--- src/rtl/qbus_pkg.sv ---
// Shared definitions for the QBUS block-mode DMA master.
// Holds the one-hot state index constants, the fixed bus timing constants
// (in clocks) and the default reply timeout.
package qbus_pkg;

  // Index of each state's bit in the one-hot state vector.
  typedef enum logic [3:0] {
    S_IDLE       = 4'd0,
    S_REQ        = 4'd1,
    S_ACQ        = 4'd2,
    S_ADDR_HOLD  = 4'd3,
    S_READ       = 4'd4,
    S_RDATA      = 4'd5,
    S_RDONE      = 4'd6,
    S_WSETUP     = 4'd7,
    S_WRITE      = 4'd8,
    S_WDONE      = 4'd9,
    S_RPLY_CLEAR = 4'd10,
    S_REARB      = 4'd11,
    S_ABORT      = 4'd12,
    S_RELEASE    = 4'd13
  } state_idx_e;

  localparam int NUM_STATES = 14;
  typedef logic [NUM_STATES-1:0] state_t;

  // Bus timing, in clocks.
  localparam int ACQ_CLKS       = 3;  // TSACK to TSYNC
  localparam int ADDR_HOLD_CLKS = 2;  // address hold after TSYNC
  localparam int DESKEW_CLKS    = 2;  // write data deskew before TDOUT
  localparam int REARB_CLKS     = 3;  // TSYNC negated before next address

  localparam int NXM_CYCLES_DEF = 200;

  // One-hot vector with only state s set.
  function automatic state_t st(input state_idx_e s);
    state_t v;
    v    = '0;
    v[s] = 1'b1;
    return v;
  endfunction

endpackage

--- src/rtl/qbus_sync.sv ---
// Multi-flop synchronizer for one asynchronous bus line.
// Ports: clk, rst (async, active-high, clears the chain), d (async input),
// q (synchronized output, DEPTH clocks of latency).
module qbus_sync #(
  parameter int DEPTH = 2
) (
  input  logic clk,
  input  logic rst,
  input  logic d,
  output logic q
);

  logic [DEPTH-1:0] sync_q;
  logic [DEPTH-1:0] sync_d;

  always_comb sync_d = {sync_q[DEPTH-2:0], d};

  always_ff @(posedge clk or posedge rst) begin
    if (rst) sync_q <= '0;
    else     sync_q <= sync_d;
  end

  assign q = sync_q[DEPTH-1];

endmodule

--- src/rtl/qbus_block_master.sv ---
// QBUS DMA master with block-mode transfers.
// Arbitrates for the bus (TDMR/RDMGI/TSACK), runs an address phase, then
// one or more DATI/DATO data phases. When the slave asserts RREF the next
// word reuses the open TSYNC cycle (block mode); otherwise the master drops
// TSYNC and readdresses while keeping bus mastership (TSACK).
// Ports:
//   clk, RINIT (async active-high reset)
//   RSYNC/RRPLY/RREF/RDMGI : received bus lines
//   TSYNC/TDIN/TDOUT/TDMR/TSACK/TBS7/TDMGO : driven bus lines
//   start/write/words : transfer request; busy/done/nxm : status
//   assert_addr/assert_data/latch_read_data/next_word : datapath controls
module qbus_block_master
  import qbus_pkg::*;
#(
  parameter int CLK_NS     = 50,
  parameter int NXM_CYCLES = NXM_CYCLES_DEF,
  parameter int MAX_WORDS  = 16,
  parameter int CW         = 5
) (
  input  logic          clk,
  input  logic          RINIT,
  input  logic          RSYNC,
  input  logic          RRPLY,
  input  logic          RREF,
  input  logic          RDMGI,
  output logic          TSYNC,
  output logic          TDIN,
  output logic          TDOUT,
  output logic          TDMR,
  output logic          TSACK,
  output logic          TBS7,
  output logic          TDMGO,
  input  logic          start,
  input  logic          write,
  input  logic [CW-1:0] words,
  output logic          busy,
  output logic          done,
  output logic          nxm,
  output logic          assert_addr,
  output logic          assert_data,
  output logic          latch_read_data,
  output logic          next_word
);

  localparam int TW = $clog2(NXM_CYCLES + 1);

  if (CLK_NS < 1 || NXM_CYCLES < 1 || MAX_WORDS >= (1 << CW)) begin : g_bad_params
    $error("qbus_block_master: bad parameters");
  end

  // ---------------- synchronizers ----------------
  logic s_rsync, s_rrply, s_rref, s_rdmgi, s_tdmgo;
  logic tdmgo;

  qbus_sync #(.DEPTH(2)) u_sync_rsync (.clk(clk), .rst(RINIT), .d(RSYNC), .q(s_rsync));
  qbus_sync #(.DEPTH(2)) u_sync_rrply (.clk(clk), .rst(RINIT), .d(RRPLY), .q(s_rrply));
  qbus_sync #(.DEPTH(2)) u_sync_rref  (.clk(clk), .rst(RINIT), .d(RREF),  .q(s_rref));
  qbus_sync #(.DEPTH(3)) u_sync_rdmgi (.clk(clk), .rst(RINIT), .d(RDMGI), .q(s_rdmgi));
  qbus_sync #(.DEPTH(2)) u_sync_tdmgo (.clk(clk), .rst(RINIT), .d(tdmgo), .q(s_tdmgo));

  // ---------------- state ----------------
  state_t          state_q, state_d;
  logic [1:0]      cnt_q, cnt_d;
  logic [TW-1:0]   timer_q, timer_d, timer_dec;
  logic [CW-1:0]   remaining_q, remaining_d;
  logic            write_q, write_d;
  logic            cont_q, cont_d;
  logic            armed_q, armed_d;
  logic            tsync_q, tsync_d, tdin_q, tdin_d, tdout_q, tdout_d;
  logic            tdmr_q, tdmr_d, tsack_q, tsack_d, tbs7_q, tbs7_d;
  logic            busy_q, busy_d, done_q, done_d, nxm_q, nxm_d;
  logic            assert_addr_q, assert_addr_d, assert_data_q, assert_data_d;
  logic            latch_q, latch_d, next_word_q, next_word_d;

  // Grant passes straight through while we are not requesting.
  assign tdmgo = RDMGI & ~RINIT & state_q[S_IDLE];

  function automatic logic [CW-1:0] clamp_words(input logic [CW-1:0] w);
    if (w == '0)                  return CW'(1);
    else if (w > CW'(MAX_WORDS))  return CW'(MAX_WORDS);
    else                          return w;
  endfunction

  assign timer_dec = timer_q - TW'(1);

  always_comb begin
    state_d       = state_q;
    cnt_d         = cnt_q;
    timer_d       = timer_q;
    remaining_d   = remaining_q;
    write_d       = write_q;
    cont_d        = cont_q;
    armed_d       = armed_q;
    tsync_d       = tsync_q;
    tdin_d        = tdin_q;
    tdout_d       = tdout_q;
    tdmr_d        = tdmr_q;
    tsack_d       = tsack_q;
    tbs7_d        = tbs7_q;
    busy_d        = busy_q;
    nxm_d         = nxm_q;
    assert_addr_d = assert_addr_q;
    assert_data_d = assert_data_q;
    done_d        = 1'b0;
    latch_d       = 1'b0;
    next_word_d   = 1'b0;

    if (!$onehot(state_q)) begin
      // Corrupted state register: drop off the bus and go idle.
      state_d       = st(S_IDLE);
      tsync_d       = 1'b0;
      tdin_d        = 1'b0;
      tdout_d       = 1'b0;
      tdmr_d        = 1'b0;
      tsack_d       = 1'b0;
      tbs7_d        = 1'b0;
      busy_d        = 1'b0;
      assert_addr_d = 1'b0;
      assert_data_d = 1'b0;
      remaining_d   = '0;
      timer_d       = '0;
    end else begin
      case (1'b1)
        state_q[S_IDLE]: begin
          if (start) begin
            write_d     = write;
            remaining_d = clamp_words(words);
            tdmr_d      = 1'b1;
            nxm_d       = 1'b0;
            busy_d      = 1'b1;
            // A grant already present at request time belongs to someone
            // downstream; only a grant seen after a low period is ours.
            armed_d     = ~s_rdmgi;
            state_d     = st(S_REQ);
          end
        end
        state_q[S_REQ]: begin
          if (!s_rdmgi) armed_d = 1'b1;
          if (armed_q && s_rdmgi && !s_tdmgo && !s_rsync && !s_rrply) begin
            tdmr_d        = 1'b0;
            tsack_d       = 1'b1;
            assert_addr_d = 1'b1;
            tbs7_d        = (remaining_q > CW'(1));
            cnt_d         = 2'(ACQ_CLKS - 1);
            state_d       = st(S_ACQ);
          end
        end
        state_q[S_ACQ]: begin
          if (cnt_q == 2'd0) begin
            tsync_d = 1'b1;
            cnt_d   = 2'(ADDR_HOLD_CLKS - 1);
            state_d = st(S_ADDR_HOLD);
          end else cnt_d = cnt_q - 2'd1;
        end
        state_q[S_ADDR_HOLD]: begin
          if (cnt_q == 2'd0) begin
            assert_addr_d = 1'b0;
            tbs7_d        = 1'b0;
            if (write_q) begin
              assert_data_d = 1'b1;
              cnt_d         = 2'(DESKEW_CLKS - 1);
              state_d       = st(S_WSETUP);
            end else begin
              tdin_d  = 1'b1;
              timer_d = TW'(NXM_CYCLES);
              state_d = st(S_READ);
            end
          end else cnt_d = cnt_q - 2'd1;
        end
        state_q[S_READ]: begin
          timer_d = timer_dec;
          if (s_rrply) begin
            latch_d = 1'b1;
            state_d = st(S_RDATA);
          end else if (timer_dec == '0) begin
            tdin_d  = 1'b0;
            state_d = st(S_ABORT);
          end
        end
        state_q[S_RDATA]: begin
          tdin_d  = 1'b0;
          cont_d  = s_rref;
          state_d = st(S_RDONE);
        end
        state_q[S_RDONE]: state_d = st(S_RPLY_CLEAR);
        state_q[S_WSETUP]: begin
          if (cnt_q == 2'd0) begin
            tdout_d = 1'b1;
            timer_d = TW'(NXM_CYCLES);
            state_d = st(S_WRITE);
          end else cnt_d = cnt_q - 2'd1;
        end
        state_q[S_WRITE]: begin
          timer_d = timer_dec;
          if (s_rrply) begin
            tdout_d = 1'b0;
            cont_d  = s_rref;
            state_d = st(S_WDONE);
          end else if (timer_dec == '0) begin
            tdout_d = 1'b0;
            state_d = st(S_ABORT);
          end
        end
        state_q[S_WDONE]: begin
          assert_data_d = 1'b0;
          state_d       = st(S_RPLY_CLEAR);
        end
        state_q[S_RPLY_CLEAR]: begin
          if (!s_rrply) begin
            next_word_d = 1'b1;
            remaining_d = remaining_q - CW'(1);
            if (remaining_q <= CW'(1)) begin
              tsync_d = 1'b0;
              state_d = st(S_RELEASE);
            end else if (cont_q) begin
              // Block mode: next data phase inside the same TSYNC cycle.
              if (write_q) begin
                assert_data_d = 1'b1;
                cnt_d         = 2'(DESKEW_CLKS - 1);
                state_d       = st(S_WSETUP);
              end else begin
                tdin_d  = 1'b1;
                timer_d = TW'(NXM_CYCLES);
                state_d = st(S_READ);
              end
            end else begin
              tsync_d = 1'b0;
              cnt_d   = 2'(REARB_CLKS - 1);
              state_d = st(S_REARB);
            end
          end
        end
        state_q[S_REARB]: begin
          // Still bus master (TSACK held): straight back to addressing.
          if (cnt_q == 2'd0) begin
            assert_addr_d = 1'b1;
            tbs7_d        = (remaining_q > CW'(1));
            cnt_d         = 2'(ACQ_CLKS - 1);
            state_d       = st(S_ACQ);
          end else cnt_d = cnt_q - 2'd1;
        end
        state_q[S_ABORT]: begin
          nxm_d         = 1'b1;
          tsync_d       = 1'b0;
          tdin_d        = 1'b0;
          tdout_d       = 1'b0;
          assert_data_d = 1'b0;
          assert_addr_d = 1'b0;
          remaining_d   = '0;
          state_d       = st(S_RELEASE);
        end
        state_q[S_RELEASE]: begin
          tsack_d = 1'b0;
          done_d  = 1'b1;
          busy_d  = 1'b0;
          state_d = st(S_IDLE);
        end
        default: state_d = st(S_IDLE);
      endcase
    end
  end

  always_ff @(posedge clk or posedge RINIT) begin
    if (RINIT) begin
      state_q       <= st(S_IDLE);
      cnt_q         <= '0;
      timer_q       <= '0;
      remaining_q   <= '0;
      write_q       <= 1'b0;
      cont_q        <= 1'b0;
      armed_q       <= 1'b0;
      tsync_q       <= 1'b0;
      tdin_q        <= 1'b0;
      tdout_q       <= 1'b0;
      tdmr_q        <= 1'b0;
      tsack_q       <= 1'b0;
      tbs7_q        <= 1'b0;
      busy_q        <= 1'b0;
      done_q        <= 1'b0;
      nxm_q         <= 1'b0;
      assert_addr_q <= 1'b0;
      assert_data_q <= 1'b0;
      latch_q       <= 1'b0;
      next_word_q   <= 1'b0;
    end else begin
      state_q       <= state_d;
      cnt_q         <= cnt_d;
      timer_q       <= timer_d;
      remaining_q   <= remaining_d;
      write_q       <= write_d;
      cont_q        <= cont_d;
      armed_q       <= armed_d;
      tsync_q       <= tsync_d;
      tdin_q        <= tdin_d;
      tdout_q       <= tdout_d;
      tdmr_q        <= tdmr_d;
      tsack_q       <= tsack_d;
      tbs7_q        <= tbs7_d;
      busy_q        <= busy_d;
      done_q        <= done_d;
      nxm_q         <= nxm_d;
      assert_addr_q <= assert_addr_d;
      assert_data_q <= assert_data_d;
      latch_q       <= latch_d;
      next_word_q   <= next_word_d;
    end
  end

  assign TSYNC           = tsync_q;
  assign TDIN            = tdin_q;
  assign TDOUT           = tdout_q;
  assign TDMR            = tdmr_q;
  assign TSACK           = tsack_q;
  assign TBS7            = tbs7_q;
  assign TDMGO           = tdmgo;
  assign busy            = busy_q;
  assign done            = done_q;
  assign nxm             = nxm_q;
  assign assert_addr     = assert_addr_q;
  assign assert_data     = assert_data_q;
  assign latch_read_data = latch_q;
  assign next_word       = next_word_q;

endmodule

--- config.mk ---
export PLATFORM = sky130hd
export DESIGN_NAME = qbus_block_master
export DESIGN_NICKNAME = d
export VERILOG_FILES = /design/src/rtl/qbus_pkg.sv /design/src/rtl/qbus_sync.sv /design/src/rtl/qbus_block_master.sv
export SDC_FILE = /design/constraint.sdc
export NUM_CORES = 1
export LEC_CHECK = 0
export CORE_MARGIN = 8
export CORE_UTILIZATION = 50
export CTS_CLUSTER_DIAMETER = 40
export DETAILED_ROUTE_END_ITERATION = 10
export PLACE_DENSITY = 0.71
export REMOVE_ABC_BUFFERS = 1
export SLEW_MARGIN = 20
export SYNTH_ARGS = -nofsm -noshare
export SYNTH_HDL_FRONTEND = slang
export SYNTH_SLANG_ARGS = --single-unit
--- constraint.sdc ---
create_clock -name clk -period 4.6 [get_ports clk]
set_clock_uncertainty 0.15 [all_clocks]
set_input_delay 0.46 -clock clk [delete_from_list [all_inputs] [get_ports clk]]
set_output_delay 0.46 -clock clk [all_outputs]
set_load 0.01 [all_outputs]
==> flow_summary.yaml <==
final_layout:
  stdcell_area_mm2: 0.00474
  multiInputGateArea_mm2: 0.00247
  drive_above_1_share: 0.199
  antenna_cells: 0
  instances_no_fill: 595
  fin_nets: 529
  regArea_mm2: 0.00140
  areaGrowthSynthToFinish_pct: 21.4
  fill_cells: 654
  mostFrequentLayoutCell: "dfrtp_1"
  mostFrequentLayoutCells: "55 x dfrtp_1, 42 x nor2_1, 32 x a21oi_1"
clock_network:
  cts_buffer_depth: 2
  clock-sinks: 56
  ctsHoldBuffers: 0
  cts_root_buffer: "clkbuf_8"
  clk_latency_ns: 0.33
  tritoncts: "built"
  clkTransAtPathRegs_ns: 0.11
  htree_levels: 2
  cts_buffers: 5
die:
  initial_core_util: 0.510
  die_w_um: 104
  num_rows: 32
  core_mm2: 0.00765
  die-area_mm2: 0.0109
  die_h_um: 104
  io_pins: 27
detailed_routing:
  wl_per_cell_um: 19.1
  drc: 0
  drt_pre_antenna_iters: 6
  drtIter0Drc: 304
  ant_nets: 0
  finalWirelength_mm: 11.3
  num_vias: 3717
  via_per_inst: 6.25
timing:
  period_share: 1.04
  fin_tns_setup_ns: -1.86
  timing.final.ws_setup_ns: -0.184
  rsz0062_at_grt: "true"
  maxSlewHeadroom: 0.444
  clock.fmax_mhz: 209
  setup_viol: 18
  worst_pin_slew_ns: 0.832
  finalHoldViolCount: 0
  fin_crit_ns: 4.78
  slew_violations: 0
power_and_ir_drop:
  vdd_ir_drop_max_mv: 0.196
  power.switching_mw: 0.943
  seqPwrFrac: 0.292
  p_leak_nw: 1.97
  share_comb_of_total_power: 0.548
  p_int_mw: 1.22
  switching_share: 0.437
  clockPowerShare: 0.160
  power_density_mw_per_mm2: 456
worst_setup_path:
  cpMaxStageDelayCell: "dfstp_2"
  ff2ff_setup_slack_ns: -0.18
  endpoint_kind: "flip-flop"
  rr_endpoint: "state_q[13]$_DFFE_PP0P_"
  timing.rr.start: "state_q[0]$_DFF_PP1_"
  cpPeakStageDelay_ns: 0.55
  critPathBufInv: 5
  crit_cells: 16
  worstPathRequired_ns: 4.72
  cp_cell_sequence: "inv_2, fa_1, inv_1, fa_1, fa_1, inv_2, fa_1, inv_1, ha_2, inv_2, fa_2, nand3b_1, or2_4, or4_4, nor2_1, mux2_4"
  critical-path-top-delay-family: "adder cells"
  critPathKind: "flip-flop to flip-flop"
  arrival_ns: 4.91
  r2r_cells: 16
  crit_top_cell: "fa_1"
  path_max_fanout: 5
  critPathLaunchType: "flip-flop"
worst_hold_path:
  worst_hold_path.endpoint: "u_sync_rsync.sync_q[1]$_DFF_PP0_"
  min-delay-start: "u_sync_rsync.sync_q[0]$_DFF_PP0_"
  min_path_type: "flip-flop to flip-flop"
  hold_path_depth: 0
synth:
  yosys.cell_types.count: 70
  synth_compound_area_frac: 0.223
  yosysWarnings: 0
  synth_top_family_by_area: "simple AND/OR/NAND/NOR gates"
  synthSimpleGateAreaFrac: 0.229
  synth_ff_type: "dfrtp_1"
  synth_xor_xnor_area_share: 0.00224
  synth_top_area_cell: "dfrtp_1"
  async_reset_ff_frac: 1.00
  synth.area.mux_share: 0.0414
  synth-adder-area-share: 0.0943
  yosys-top-cells-area: "dfrtp_1 35%, ha_1 4.8%, fa_1 4.6%, a21oi_1 4.5%, nor2_1 4.2%"
  synth_seq_cells: 56
  synth-edff-count: 0
  ys_seq_area_frac: 0.359
  synth_area_mm2: 0.00390
  synth_top_area_frac: 0.353
  synth_cells: 450
  synth_area_per_cell_um2: 8.67
place:
  dp_slack_ns: -0.307
  portBuffers: 26
  dp_cells: 583
  postPlaceCellArea_mm2: 0.00441
  dp_hpwl_mm: 7.86
  place.gp.congestion: 0.974
global_route:
  antenna_found_initial: 0
  grt_pass1_vias: 3607
  grt_overflow: 0
  grt_use_total: 0.203
  grt_pass1_wl_mm: 18.5
  grt_max_degree: 57
flow_run:
  max_cap_violations: 0
status:
  status: "finished, violations left"
  failed_checks: "setup timing"
power by group through the flow:
stage,clock [mW],combinational (mW),sequential [mW]
finish,0.345,1.18,0.631
global route,0.365,1.28,0.639
CTS,0.347,1.06,0.629
detailed placement,0,0.994,0.638
global placement,0,0.980,0.636
floorplan,0,0.586,0.642
state kept, by name, summed over array words and instances, names as in the netlist, 2 cells and up:
| register | count |
|---|---|
| u_sync_rsync.sync_q | 2 |
| u_sync_rdmgi.sync_q | 3 |
| remaining_q | 5 |
| u_sync_rrply.sync_q | 2 |
| state_q | 14 |
| u_sync_tdmgo.sync_q | 2 |
| timer_q | 8 |
| u_sync_rref.sync_q | 2 |
| cnt_q | 2 |
metal layers:
layer  GRT usage  wire [µm]
met3      0.0273        823
met4      0.0817        311
met2       0.322       5230
met5           0          0
met1       0.273       4980
cell type report:
| class | count | share of cell area |
|---|---|---|
| inverter | 32 | 0.0254 |
| timing repair buffer | 56 | 0.105 |
| clock inverter | 3 | 0.00978 |
| clock buffer | 5 | 0.0145 |
| multi-input combinational | 341 | 0.522 |
| sequential | 56 | 0.296 |
| tap | 102 | 0.0269 |
per-stage QoR:
stage	utilization	power, mW	hold WS, ns
3_3_place_gp	0.576	1.62	0.182
5_1_grt	0.619	2.29	0.226
6_report	0.619	2.16	0.207
2_1_floorplan	-	1.23	0.181
3_5_place_dp	0.576	1.63	0.186
4_1_cts	0.602	2.04	0.211
worst max-delay path by stage:
stage / startpoint / to / slack [ns]
floorplan: state_q[3]$_DFFE_PP0P_ / cont_q$_DFFE_PP0P_ / -0.77
global placement: state_q[0]$_DFF_PP1_ / state_q[12]$_DFFE_PP0P_ / -0.20
detailed placement: state_q[0]$_DFF_PP1_ / state_q[12]$_DFFE_PP0P_ / -0.31
CTS: state_q[0]$_DFF_PP1_ / state_q[8]$_DFFE_PP0P_ / -0.14
global route: state_q[0]$_DFF_PP1_ / state_q[8]$_DFFE_PP0P_ / -0.34
finish: state_q[0]$_DFF_PP1_ / state_q[13]$_DFFE_PP0P_ / -0.18
cells by family (layout without fill, tap and decap cells):
logic type,count (synthesis),count (layout)
multiplexers,14,14
AND/OR/NAND/NOR,172,172
buffers and inverters,53,96
AO/OA/AOI/OAI,130,130
adder cells (fa/ha/maj),24,24
XOR/XNOR,1,1
flip-flops,56,56
cells in the mapped netlist (all sizes together) (7+ instances only):
cell and number:
nor3 23, mux2 11, dfrtp 55, inv 31, nand2b 9, o21ai 34, clkbuf 21, ha 15
nand2 30, fa 9, nor2 44, a21oi 36, nor2b 8, or2 7, nand3 17
what timing repair did:
action | CTS | global route
setup endpoints to repair | 26 | 31
buffers inserted | 3 | 2
pin swaps | 9 | 4
hold endpoints to repair | 0 | 0
cloned | 0 | 0
resized for setup | 14 | 34
(Power assumes the default switching activity.)
